[src/rtl/sim_test_ctrl.sv]
// Memory-mapped test-control responder: tohost pass/fail, console byte FIFO and watchdog.
// Optional SIM_TEST_CTRL_PRINT_EN adds simulation-only console echo and end-of-test messages.
module sim_test_ctrl #(
  parameter int unsigned ADDR_W      = 8,
  parameter int unsigned WDOG_CYCLES = 100000,
  parameter int unsigned CON_DEPTH   = 8
) (
  input  logic              clk,
  input  logic              rst,
  input  logic              req_valid,
  output logic              req_ready,
  input  logic              req_we,
  input  logic [ADDR_W-1:0] req_addr,
  input  logic [31:0]       req_wdata,
  input  logic [3:0]        req_wstrb,
  output logic              rsp_valid,
  output logic [31:0]       rsp_rdata,
  output logic              test_done,
  output logic              test_pass,
  output logic [30:0]       test_code,
  output logic              timeout,
  output logic              con_valid,
  output logic [7:0]        con_data,
  input  logic              con_ready
);

  localparam int unsigned PTR_W = (CON_DEPTH > 1) ? $clog2(CON_DEPTH) : 1;

  localparam logic [ADDR_W-1:0] OFF_TOHOST  = ADDR_W'(8'h00);
  localparam logic [ADDR_W-1:0] OFF_CONSOLE = ADDR_W'(8'h04);
  localparam logic [ADDR_W-1:0] OFF_CYC_LO  = ADDR_W'(8'h08);
  localparam logic [ADDR_W-1:0] OFF_CYC_HI  = ADDR_W'(8'h0C);

  typedef enum logic [1:0] {
    ST_RUN     = 2'd0,
    ST_DONE    = 2'd1,
    ST_TIMEOUT = 2'd2
  } state_t;

  state_t            state;
  logic [63:0]       cycle_cnt;
  logic [31:0]       cyc_hi_shadow;

  logic [7:0]        fifo_mem [CON_DEPTH];
  logic [PTR_W-1:0]  rd_ptr;
  logic [PTR_W-1:0]  wr_ptr;
  logic [PTR_W:0]    fifo_cnt;
  logic              fifo_empty;
  logic              fifo_full;

  logic              sel_tohost;
  logic              sel_console;
  logic              sel_cyc_lo;
  logic              sel_cyc_hi;
  logic              accept;
  logic              push;
  logic              pop;
  logic [31:0]       wmask;
  logic [31:0]       tohost_val;
  logic              tohost_wr;
  logic              wdog_hit;
  logic [31:0]       read_data;
  logic              unused_addr_lsb;

  assign unused_addr_lsb = ^req_addr[1:0];

  assign sel_tohost  = (req_addr[ADDR_W-1:2] == OFF_TOHOST[ADDR_W-1:2]);
  assign sel_console = (req_addr[ADDR_W-1:2] == OFF_CONSOLE[ADDR_W-1:2]);
  assign sel_cyc_lo  = (req_addr[ADDR_W-1:2] == OFF_CYC_LO[ADDR_W-1:2]);
  assign sel_cyc_hi  = (req_addr[ADDR_W-1:2] == OFF_CYC_HI[ADDR_W-1:2]);

  assign fifo_empty = (fifo_cnt == '0);
  assign fifo_full  = (fifo_cnt == (PTR_W+1)'(CON_DEPTH));

  // Only a console write into a full FIFO stalls; everything else is accepted immediately.
  assign req_ready = ~(req_we & sel_console & fifo_full);
  assign accept    = req_valid & req_ready;
  assign push      = accept & req_we & sel_console & req_wstrb[0];
  assign pop       = con_valid & con_ready;

  assign con_valid = ~fifo_empty;
  assign con_data  = fifo_empty ? 8'h00 : fifo_mem[rd_ptr];

  assign wmask      = {{8{req_wstrb[3]}}, {8{req_wstrb[2]}}, {8{req_wstrb[1]}}, {8{req_wstrb[0]}}};
  assign tohost_val = req_wdata & wmask;
  assign tohost_wr  = accept & req_we & sel_tohost & tohost_val[0];
  assign wdog_hit   = (WDOG_CYCLES != 0) && (cycle_cnt == 64'(WDOG_CYCLES));

  always_comb begin
    read_data = '0;
    if (!req_we) begin
      if (sel_tohost)       read_data = {test_code, test_done};
      else if (sel_console) read_data = {30'b0, fifo_full, fifo_empty};
      else if (sel_cyc_lo)  read_data = cycle_cnt[31:0];
      else if (sel_cyc_hi)  read_data = cyc_hi_shadow;
    end
  end

  always_ff @(posedge clk or posedge rst) begin
    if (rst) begin
      state         <= ST_RUN;
      test_done     <= 1'b0;
      test_pass     <= 1'b0;
      test_code     <= '0;
      timeout       <= 1'b0;
      cycle_cnt     <= '0;
      cyc_hi_shadow <= '0;
      rsp_valid     <= 1'b0;
      rsp_rdata     <= '0;
    end else begin
      cycle_cnt <= cycle_cnt + 64'd1;
      rsp_valid <= accept;
      rsp_rdata <= accept ? read_data : '0;
      // LO read snapshots the upper half so a following HI read is coherent.
      if (accept && !req_we && sel_cyc_lo)
        cyc_hi_shadow <= cycle_cnt[63:32];
      case (state)
        ST_RUN: begin
          if (tohost_wr) begin
            state     <= ST_DONE;
            test_done <= 1'b1;
            test_code <= tohost_val[31:1];
            test_pass <= (tohost_val[31:1] == '0);
          end else if (wdog_hit) begin
            state   <= ST_TIMEOUT;
            timeout <= 1'b1;
          end
        end
        default: ;
      endcase
    end
  end

  always_ff @(posedge clk or posedge rst) begin
    if (rst) begin
      rd_ptr   <= '0;
      wr_ptr   <= '0;
      fifo_cnt <= '0;
    end else begin
      if (push) wr_ptr <= wr_ptr + PTR_W'(1);
      if (pop)  rd_ptr <= rd_ptr + PTR_W'(1);
      case ({push, pop})
        2'b10:   fifo_cnt <= fifo_cnt + (PTR_W+1)'(1);
        2'b01:   fifo_cnt <= fifo_cnt - (PTR_W+1)'(1);
        default: fifo_cnt <= fifo_cnt;
      endcase
    end
  end

  always_ff @(posedge clk) begin
    if (push) fifo_mem[wr_ptr] <= req_wdata[7:0];
  end

`ifdef SIM_TEST_CTRL_PRINT_EN
  always_ff @(posedge clk) begin
    if (!rst) begin
      if (push) $write("%c", req_wdata[7:0]);
      if (state == ST_RUN && tohost_wr) begin
        if (tohost_val[31:1] == '0)
          $display("TEST PASS at cycle %0d", cycle_cnt);
        else
          $display("TEST FAIL code=%0d at cycle %0d", tohost_val[31:1], cycle_cnt);
      end else if (state == ST_RUN && wdog_hit) begin
        $display("TEST TIMEOUT at cycle %0d", cycle_cnt);
      end
    end
  end
`else
`endif

endmodule
[config.mk]
export PLATFORM = sky130hd
export DESIGN_NAME = sim_test_ctrl
export DESIGN_NICKNAME = d
export VERILOG_FILES = /design/src/rtl/sim_test_ctrl.sv
export SDC_FILE = /design/constraint.sdc
export NUM_CORES = 1
export LEC_CHECK = 0
export ABC_AREA = 1
export CORE_ASPECT_RATIO = 1.75
export CORE_MARGIN = 5
export CORE_UTILIZATION = 57
export DETAILED_ROUTE_END_ITERATION = 6
export GPL_ROUTABILITY_DRIVEN = 0
export PLACE_DENSITY_LB_ADDON = 0.12
export SETUP_SLACK_MARGIN = 0.1
export SKIP_CTS_REPAIR_TIMING = 1
export SYNTH_ARGS = -nofsm -noshare
export SYNTH_HDL_FRONTEND = slang
export SYNTH_SLANG_ARGS = --single-unit
[constraint.sdc]
create_clock -name clk -period 7.5 [get_ports clk]
set_clock_uncertainty 0.1 [all_clocks]
set_input_delay 1.5 -clock clk [delete_from_list [all_inputs] [get_ports clk]]
set_output_delay 1.5 -clock clk [all_outputs]
set_load 0.05 [all_outputs]
==> results.sh, run 1 <==
export IMPL_critPathLaunchType="input port"
export IMPL_synth_cell_area_sq_mm=0.01221
export IMPL_worst_ep_arrival_time_ns=3.39
export IMPL_cts_tree="done"
export IMPL_grt_max_degree=68
export IMPL_cpLargestDelayFamily="buffers and inverters"
export IMPL_antenna_cells=0
export IMPL_syn_nets=1499
export IMPL_vias_per_cell=5.557
export IMPL_place_hpwl_mm=27.09
export IMPL_die_h_um=203.6
export IMPL_ys_warn_count=0
export IMPL_clk_latency_ns=0.51
export IMPL_grt_pass1_wl_mm=54.91
export IMPL_rsz0062_at_grt="false"
export IMPL_worstSetupPathType="input port to output pin"
export IMPL_comb_power_share_pct=20.7
export IMPL_layout_setup_ws_ns=2.513
export IMPL_num_vias=10159
export IMPL_clk_pin_slew_worst_paths_ns=0.07
export IMPL_regToRegSetupSlack_ns=4.79
export IMPL_die_x_um=120.6
export IMPL_drive_gt1_share_pct=9.218
export IMPL_hold_viol_final=0
export IMPL_core_area_sq_mm=0.02132
export IMPL_clockRootBuffer="clkbuf_16"
export IMPL_wire_per_inst_um=19.17
export IMPL_detailedPlace_worstSlack_ns=2.524
export IMPL_worst_path_most_repeated_cell="clkdlybuf4s50_1"
export IMPL_min_period_ns=4.987
export IMPL_min_path_type="flip-flop to flip-flop"
export IMPL_drt_antenna_violating_nets=0
export IMPL_relSlewSlack_pct=34.21
export IMPL_power_frac_seq_pct=43.2
export IMPL_fin_nets=1613
export IMPL_drcViolationCount=0
export IMPL_worst_pin_slew_ns=0.9869
export IMPL_initial_core_util_pct=57.27
export IMPL_globalRouteTotalUtil_pct=28.82
export IMPL_wirelength_mm=35.03
export IMPL_grt_pass1_vias=10106
export IMPL_die_area_sq_mm=0.02456
export IMPL_crit_buf_inv=2
export IMPL_irDropWorstVdd_v=0.0001803
export IMPL_crit_required_ns=5.90
export IMPL_outcome="completed"
export IMPL_antenna_found_initial=0
export IMPL_drt_pass1_iterations=5
export IMPL_clkPwrFrac_pct=36.0
export IMPL_cts_max_level=1
export IMPL_io_buffers=123
export IMPL_drt_iter0_markers=814
export IMPL_clockBufferDepth=3
export IMPL_syn_inst=1443
export IMPL_area_delta_synth_final_pct=17.43
export IMPL_ioPinCount=126
export IMPL_fmax_ghz=0.2005
export IMPL_p_leak_nw=6.416
export IMPL_overflow=0
export IMPL_fin_crit_sh_pct=66.49
export IMPL_setup_viol=0
export IMPL_ys_ff_latch=239
export IMPL_slew_viol_final=0
export IMPL_finalPower_mw=3.259
export IMPL_fin_tns_setup_ns=0
export IMPL_path_cells="clkdlybuf4s50_1 > nor2_8 > nand2_4 > nor2_4 > nand2_2 > clkdlybuf4s50_1"
export IMPL_p_per_area_mw_per_mm2=227.3
export IMPL_rows=71
export IMPL_crit_slowest_cell="clkdlybuf4s50_1"
export IMPL_ys_types=37
export IMPL_slowest_delay_ns=0.70
export IMPL_cts_sink_count=239
export IMPL_cts_buffers_inserted=22
export IMPL_p_sw_mw=0.9932
export IMPL_cap_violations=0
export IMPL_swShare_pct=30.47
export IMPL_worstPathMaxFanout=18
export IMPL_p_int_mw=2.266
export IMPL_syn_avg_cell_area_sq_um=8.462
export IMPL_crit_path_end_kind="output pin"
export IMPL_synth_seq_area_share_pct=51.60
-- power by group through the flow --
stage | clock network, mW | logic (mW) | registers [mW]
2_1_floorplan | 0 | 0.481 | 1.40
3_3_place_gp | 0 | 0.665 | 1.43
3_5_place_dp | 0 | 0.678 | 1.43
4_1_cts | 1.19 | 0.682 | 1.41
5_1_grt | 1.25 | 0.734 | 1.41
6_report | 1.17 | 0.676 | 1.41
-- per-layer routing --
layer | GRT usage (%) | part of all wire, % | up-vias
met3 | 3.274 | 5.1 | 126
met4 | 15.96 | 6.6 | 0
met2 | 53.85 | 54 | 395
li1 | - | - | 4869
met1 | 31.13 | 34 | 4769
met5 | 0 | 0 | -
-- through the flow --
step                      area (sq um)  instances  hold slack [ns]  util, %
after global routing             14340       1828           0.4125    67.25
final                            14340       1828           0.3795    67.25
after detailed placement         13590       1788           0.3654    63.73
after global placement           13590       1788           0.3510    63.73
after CTS                        14340       1828           0.3818    67.25
after floorplan                  12210       1443           0.3417        -
-- registers in the layout (all words and copies together), names as in the netlist, 3 cells and up --
| register | cells |
|---|---|
| rd_ptr | 3 |
| cyc_hi_shadow | 32 |
| fifo_cnt | 4 |
| wr_ptr | 3 |
| test_code | 31 |
| fifo_mem | 64 |
| rsp_rdata | 32 |
| cycle_cnt | 64 |
-- final cells by class --
type	instances	area [sq um]
tap	255	319.1
timing repair buffer	134	1314
clock inverter	11	132.6
multi-input combinational	1001	5049
sequential	239	6301
clock buffer	29	619.3
inverter	159	604.3
fill	1763	6982
-- tightest hold or removal path: cells and delay by family, from the launching register on --
family	cells	cell delay, ns
AO/OA/AOI/OAI	1	0.06
flip-flops	1	0.34
AND/OR/NAND/NOR	1	0.05
-- cells in the final DEF, fill, tap and decap left out, types with 2 or more instances in the layout --
cell	instances
a21oi_1	3
buf_4	11
bufinv_16	3
clkbuf_1	3
clkbuf_16	23
clkbuf_8	2
clkdlybuf4s50_1	123
clkinv_1	2
clkinv_2	4
clkinvlp_4	2
dfrtp_1	175
edfxtp_1	64
ha_1	7
inv_1	146
inv_2	11
mux2i_1	8
nand2_1	437
nand2_2	4
nand2_4	3
nand3_1	60
nand3_2	32
nand4_1	39
nand4_4	3
nor2_1	171
nor2_2	22
nor2_4	6
nor2_8	5
nor3_1	25
nor3_2	7
nor3_4	2
o211ai_1	18
o21ai_0	65
o21ai_1	31
o22ai_1	8
xor2_1	41
-- worst paths after layout --
kind	startpoint	to	depth (start not counted)
max	req_addr[7]	req_ready	6
min	cycle_cnt[63]	cycle_cnt[63]	2
max reg2reg	fifo_cnt[0]	fifo_cnt[2]	10
min reg2reg	cycle_cnt[63]	cycle_cnt[63]	2
max in group asynchronous	rst	cyc_hi_shadow[20]	3
min in group asynchronous	rst	test_code[28]	2
-- Yosys cell counts --
cell type	instances	area share (%)
nand3_2	32	2.6
nor3_4	2	0.27
inv_2	11	0.34
nor2_2	23	1.2
o21ai_0	65	2.7
inv_1	147	4.5
clkbuf_1	22	0.68
or2_2	1	0.051
ha_1	7	0.72
and2_1	1	0.051
buf_12	3	0.49
nor3_2	7	0.57
nand3_4	1	0.14
nand2_1	437	13
nand2_4	3	0.28
nor2_1	171	5.3
edfxtp_1	64	16
nand2_2	4	0.20
nand3_1	60	2.5
a21oi_1	3	0.12
nor2_8	5	0.82
o22ai_1	8	0.41
nand4_4	3	0.52
buf_4	5	0.31
o211ai_1	18	1.1
nand4_1	39	2.0
xnor2_1	1	0.072
nor3_1	25	1.0
inv_4	1	0.051
buf_2	9	0.37
buf_6	3	0.28
dfrtp_1	175	36
buf_1	2	0.062
nor2_4	5	0.46
o21ai_1	31	1.3
xor2_1	41	2.9
mux2i_1	8	0.66
-- logic make-up (layout without fill, tap and decap cells) --
logic type,after synthesis,in the layout,synth area share (%)
muxes,8,8,0.6558
buffers and inverters,203,333,7.091
DFF,239,239,51.60
xor gates and xnor gates,42,42,3.013
and+or+nand+nor,819,819,31.35
adders and majority gates,7,7,0.7173
AOI/OAI and AO/OA,125,125,5.574
Power figures use the tool's default switching activity.
==> inputs of run 2 (changes only) <==
--- a/config.mk
+++ b/config.mk
@@ -8,7 +8,7 @@
 export ABC_AREA = 1
 export CORE_ASPECT_RATIO = 1.75
 export CORE_MARGIN = 5
-export CORE_UTILIZATION = 57
+export CORE_UTILIZATION = 52
 export DETAILED_ROUTE_END_ITERATION = 6
 export GPL_ROUTABILITY_DRIVEN = 0
 export PLACE_DENSITY_LB_ADDON = 0.12
==> constraint.sdc (replaced) <==
create_clock -name clk -period 4.2 [get_ports clk]
set_clock_uncertainty 0.1 [all_clocks]
set_input_delay 0.84 -clock clk [delete_from_list [all_inputs] [get_ports clk]]
set_output_delay 0.84 -clock clk [all_outputs]
set_load 0.05 [all_outputs]
==> run 2 against run 1 <==
Flip-flop and latch count stayed put; first-iteration DRC count fell by 19%; non-clock buffer count grew 3; worst setup slack worse by 2.1 ns; count of clock-buffer cells in the layout decreased by 5; sequential power up 77%; clock power is 84% higher; wire length increased by 0.69%; critical path depth stayed put; register-to-register slack worse by 3.3 ns; global-route usage decreased by 2.5 points.
==> results.sh, run 2 (synthesis gave the netlist of run 1 again) <==
export IMPL_outcome="completed"
export IMPL_antenna_found_initial=0
export IMPL_hold_viol_final=0
export IMPL_hold_ws_ns=0.3863
export IMPL_io_buffers=123
export IMPL_path_cells="buf_4 > o21ai_0 > o22ai_1 > nor2_1 > nor2_1 > clkdlybuf4s50_1"
export IMPL_clockRootBuffer="clkbuf_16"
export IMPL_slowest_delay_ns=0.81
export IMPL_cts_tree="done"
export IMPL_crit_buf_inv=2
export IMPL_fin_crit_sh_pct=90.77
export IMPL_p_leak_nw=6.440
export IMPL_cap_violations=0
export IMPL_wire_per_inst_um=18.74
export IMPL_drcViolationCount=0
export IMPL_cts_max_level=1
export IMPL_worstPathMaxFanout=19
export IMPL_worst_ep_arrival_time_ns=2.87
export IMPL_initial_core_util_pct=52.54
export IMPL_worst_path_most_repeated_cell="nor2_1"
export IMPL_clk_pin_slew_worst_paths_ns=0.07
export IMPL_grt_pass1_vias=10030
export IMPL_min_period_ns=3.812
export IMPL_worst_pin_slew_ns=0.7298
export IMPL_cp_num_cells=6
export IMPL_wirelength_mm=35.28
export IMPL_globalRouteTotalUtil_pct=26.31
export IMPL_rsz0062_at_grt="false"
export IMPL_regToRegSetupSlack_ns=1.51
export IMPL_slew_viol_final=0
export IMPL_fmax_ghz=0.2623
export IMPL_drt_iter0_markers=662
export IMPL_fin_tns_setup_ns=0
export IMPL_rr_worst_depth=10
export IMPL_grt_max_degree=119
export IMPL_cpLargestDelayFamily="buffers and inverters"
export IMPL_crit_path_end_kind="output pin"
export IMPL_min_path_type="flip-flop to flip-flop"
export IMPL_cts_sink_count=239
export IMPL_fin_nets=1617
export IMPL_core_area_sq_mm=0.02324
export IMPL_die_x_um=125.8
export IMPL_reg_top3="cycle_cnt x64, fifo_mem x64"
export IMPL_cts_buffers_inserted=23
export IMPL_crit_start="rd_ptr[1]"
export IMPL_vias_per_cell=5.321
export IMPL_clk_latency_ns=0.51
export IMPL_worstSetupPathType="flip-flop to output pin"
export IMPL_grt_pass1_wl_mm=54.79
export IMPL_overflow=0
export IMPL_final_common_cell="nand2_1"
export IMPL_area_delta_synth_final_pct=18.51
export IMPL_drt_pass1_iterations=5
export IMPL_crit_slowest_cell="clkdlybuf4s50_1"
export IMPL_timing_rr_end="fifo_cnt[2]"
export IMPL_die_area_sq_mm=0.02677
export IMPL_p_per_area_mw_per_mm2=405.4
export IMPL_drive_gt1_share_pct=9.759
export IMPL_antenna_cells=0
export IMPL_relSlewSlack_pct=51.35
export IMPL_ioPinCount=126
export IMPL_setup_viol=0
export IMPL_critPathLaunchType="flip-flop"
export IMPL_place_hpwl_mm=27.55
export IMPL_final_cell_mix="nand2_1, dfrtp_1, nor2_1, inv_1, clkdlybuf4s50_1"
export IMPL_rows=74
export IMPL_clockBufferDepth=3
export IMPL_finalPower_mw=5.866
export IMPL_num_vias=10014
export IMPL_crit_end="con_data[5]"
export IMPL_fillCellCount=2053
export IMPL_crit_required_ns=3.26
export IMPL_irDropWorstVdd_v=0.0003306
export IMPL_drt_antenna_violating_nets=0
export IMPL_r2r_start="fifo_cnt[1]"
export IMPL_die_h_um=212.7
[run 2: area by class of cell]
class	count	area [sq um]	share of cell area [%]
clock buffers	24	579.3	4.003
clock inverters	18	209.0	1.444
inverters	159	603.1	4.168
multi-input cells	1001	5049	34.89
flip-flops and latches	239	6301	43.55
well taps	304	380.4	2.629
repair buffers	137	1349	9.321
[run 2: routing by layer]
metal  vias up  global-route usage [%]  part of all wire, %
met5         -                       0                    0
met3       105                   2.728                  3.8
li1       4878                       -                    -
met1      4734                   27.45                   36
met2       297                   50.70                   54
met4         0                   15.07                  6.6
[run 2: stage by stage]
step | std cells | instance area [sq um] | utilization, % | setup WS (ns)
after floorplan | 1443 | 12210 | - | 1.021
after global placement | 1840 | 13680 | 58.87 | 0.5524
after detailed placement | 1840 | 13680 | 58.87 | 0.5293
after CTS | 1882 | 14470 | 62.26 | 0.3598
after global routing | 1882 | 14470 | 62.26 | 0.2633
final | 1882 | 14470 | 62.26 | 0.3876
[run 2: worst register-to-register path, cell delays in order (launching register included)]
cell,delay (ns)
dfrtp_1,0.44
nor2_1,0.21
nand3_1,0.39
nand2_1,0.26
inv_1,0.12
ha_1,0.25
xor2_1,0.27
ha_1,0.21
a21oi_1,0.05
xor2_1,0.16
o21ai_0,0.14
[run 2: worst min-delay path by stage]
| stage | from | to | slack, ns | cells past startpoint |
|---|---|---|---|---|
| 2_1_floorplan | fifo_cnt[3] | fifo_cnt[3] | 0.34 | 2 |
| 3_3_place_gp | cycle_cnt[62] | cycle_cnt[62] | 0.36 | 2 |
| 3_5_place_dp | fifo_cnt[3] | fifo_cnt[3] | 0.37 | 2 |
| 4_1_cts | cycle_cnt[63] | cycle_cnt[63] | 0.39 | 2 |
| 5_1_grt | cycle_cnt[63] | cycle_cnt[63] | 0.41 | 2 |
| 6_report | cycle_cnt[63] | cycle_cnt[63] | 0.39 | 2 |
[run 2: report_power, final]
| group | internal (mW) | leakage (nW) | total (mW) | switching [mW] |
|---|---|---|---|---|
| Clock | 1.22 | 0.377 | 2.15 | 0.931 |
| Combinational | 0.402 | 3.10 | 1.23 | 0.827 |
| Sequential | 2.43 | 2.96 | 2.49 | 0.0637 |
| Total | 4.04 | 6.44 | 5.87 | 1.82 |
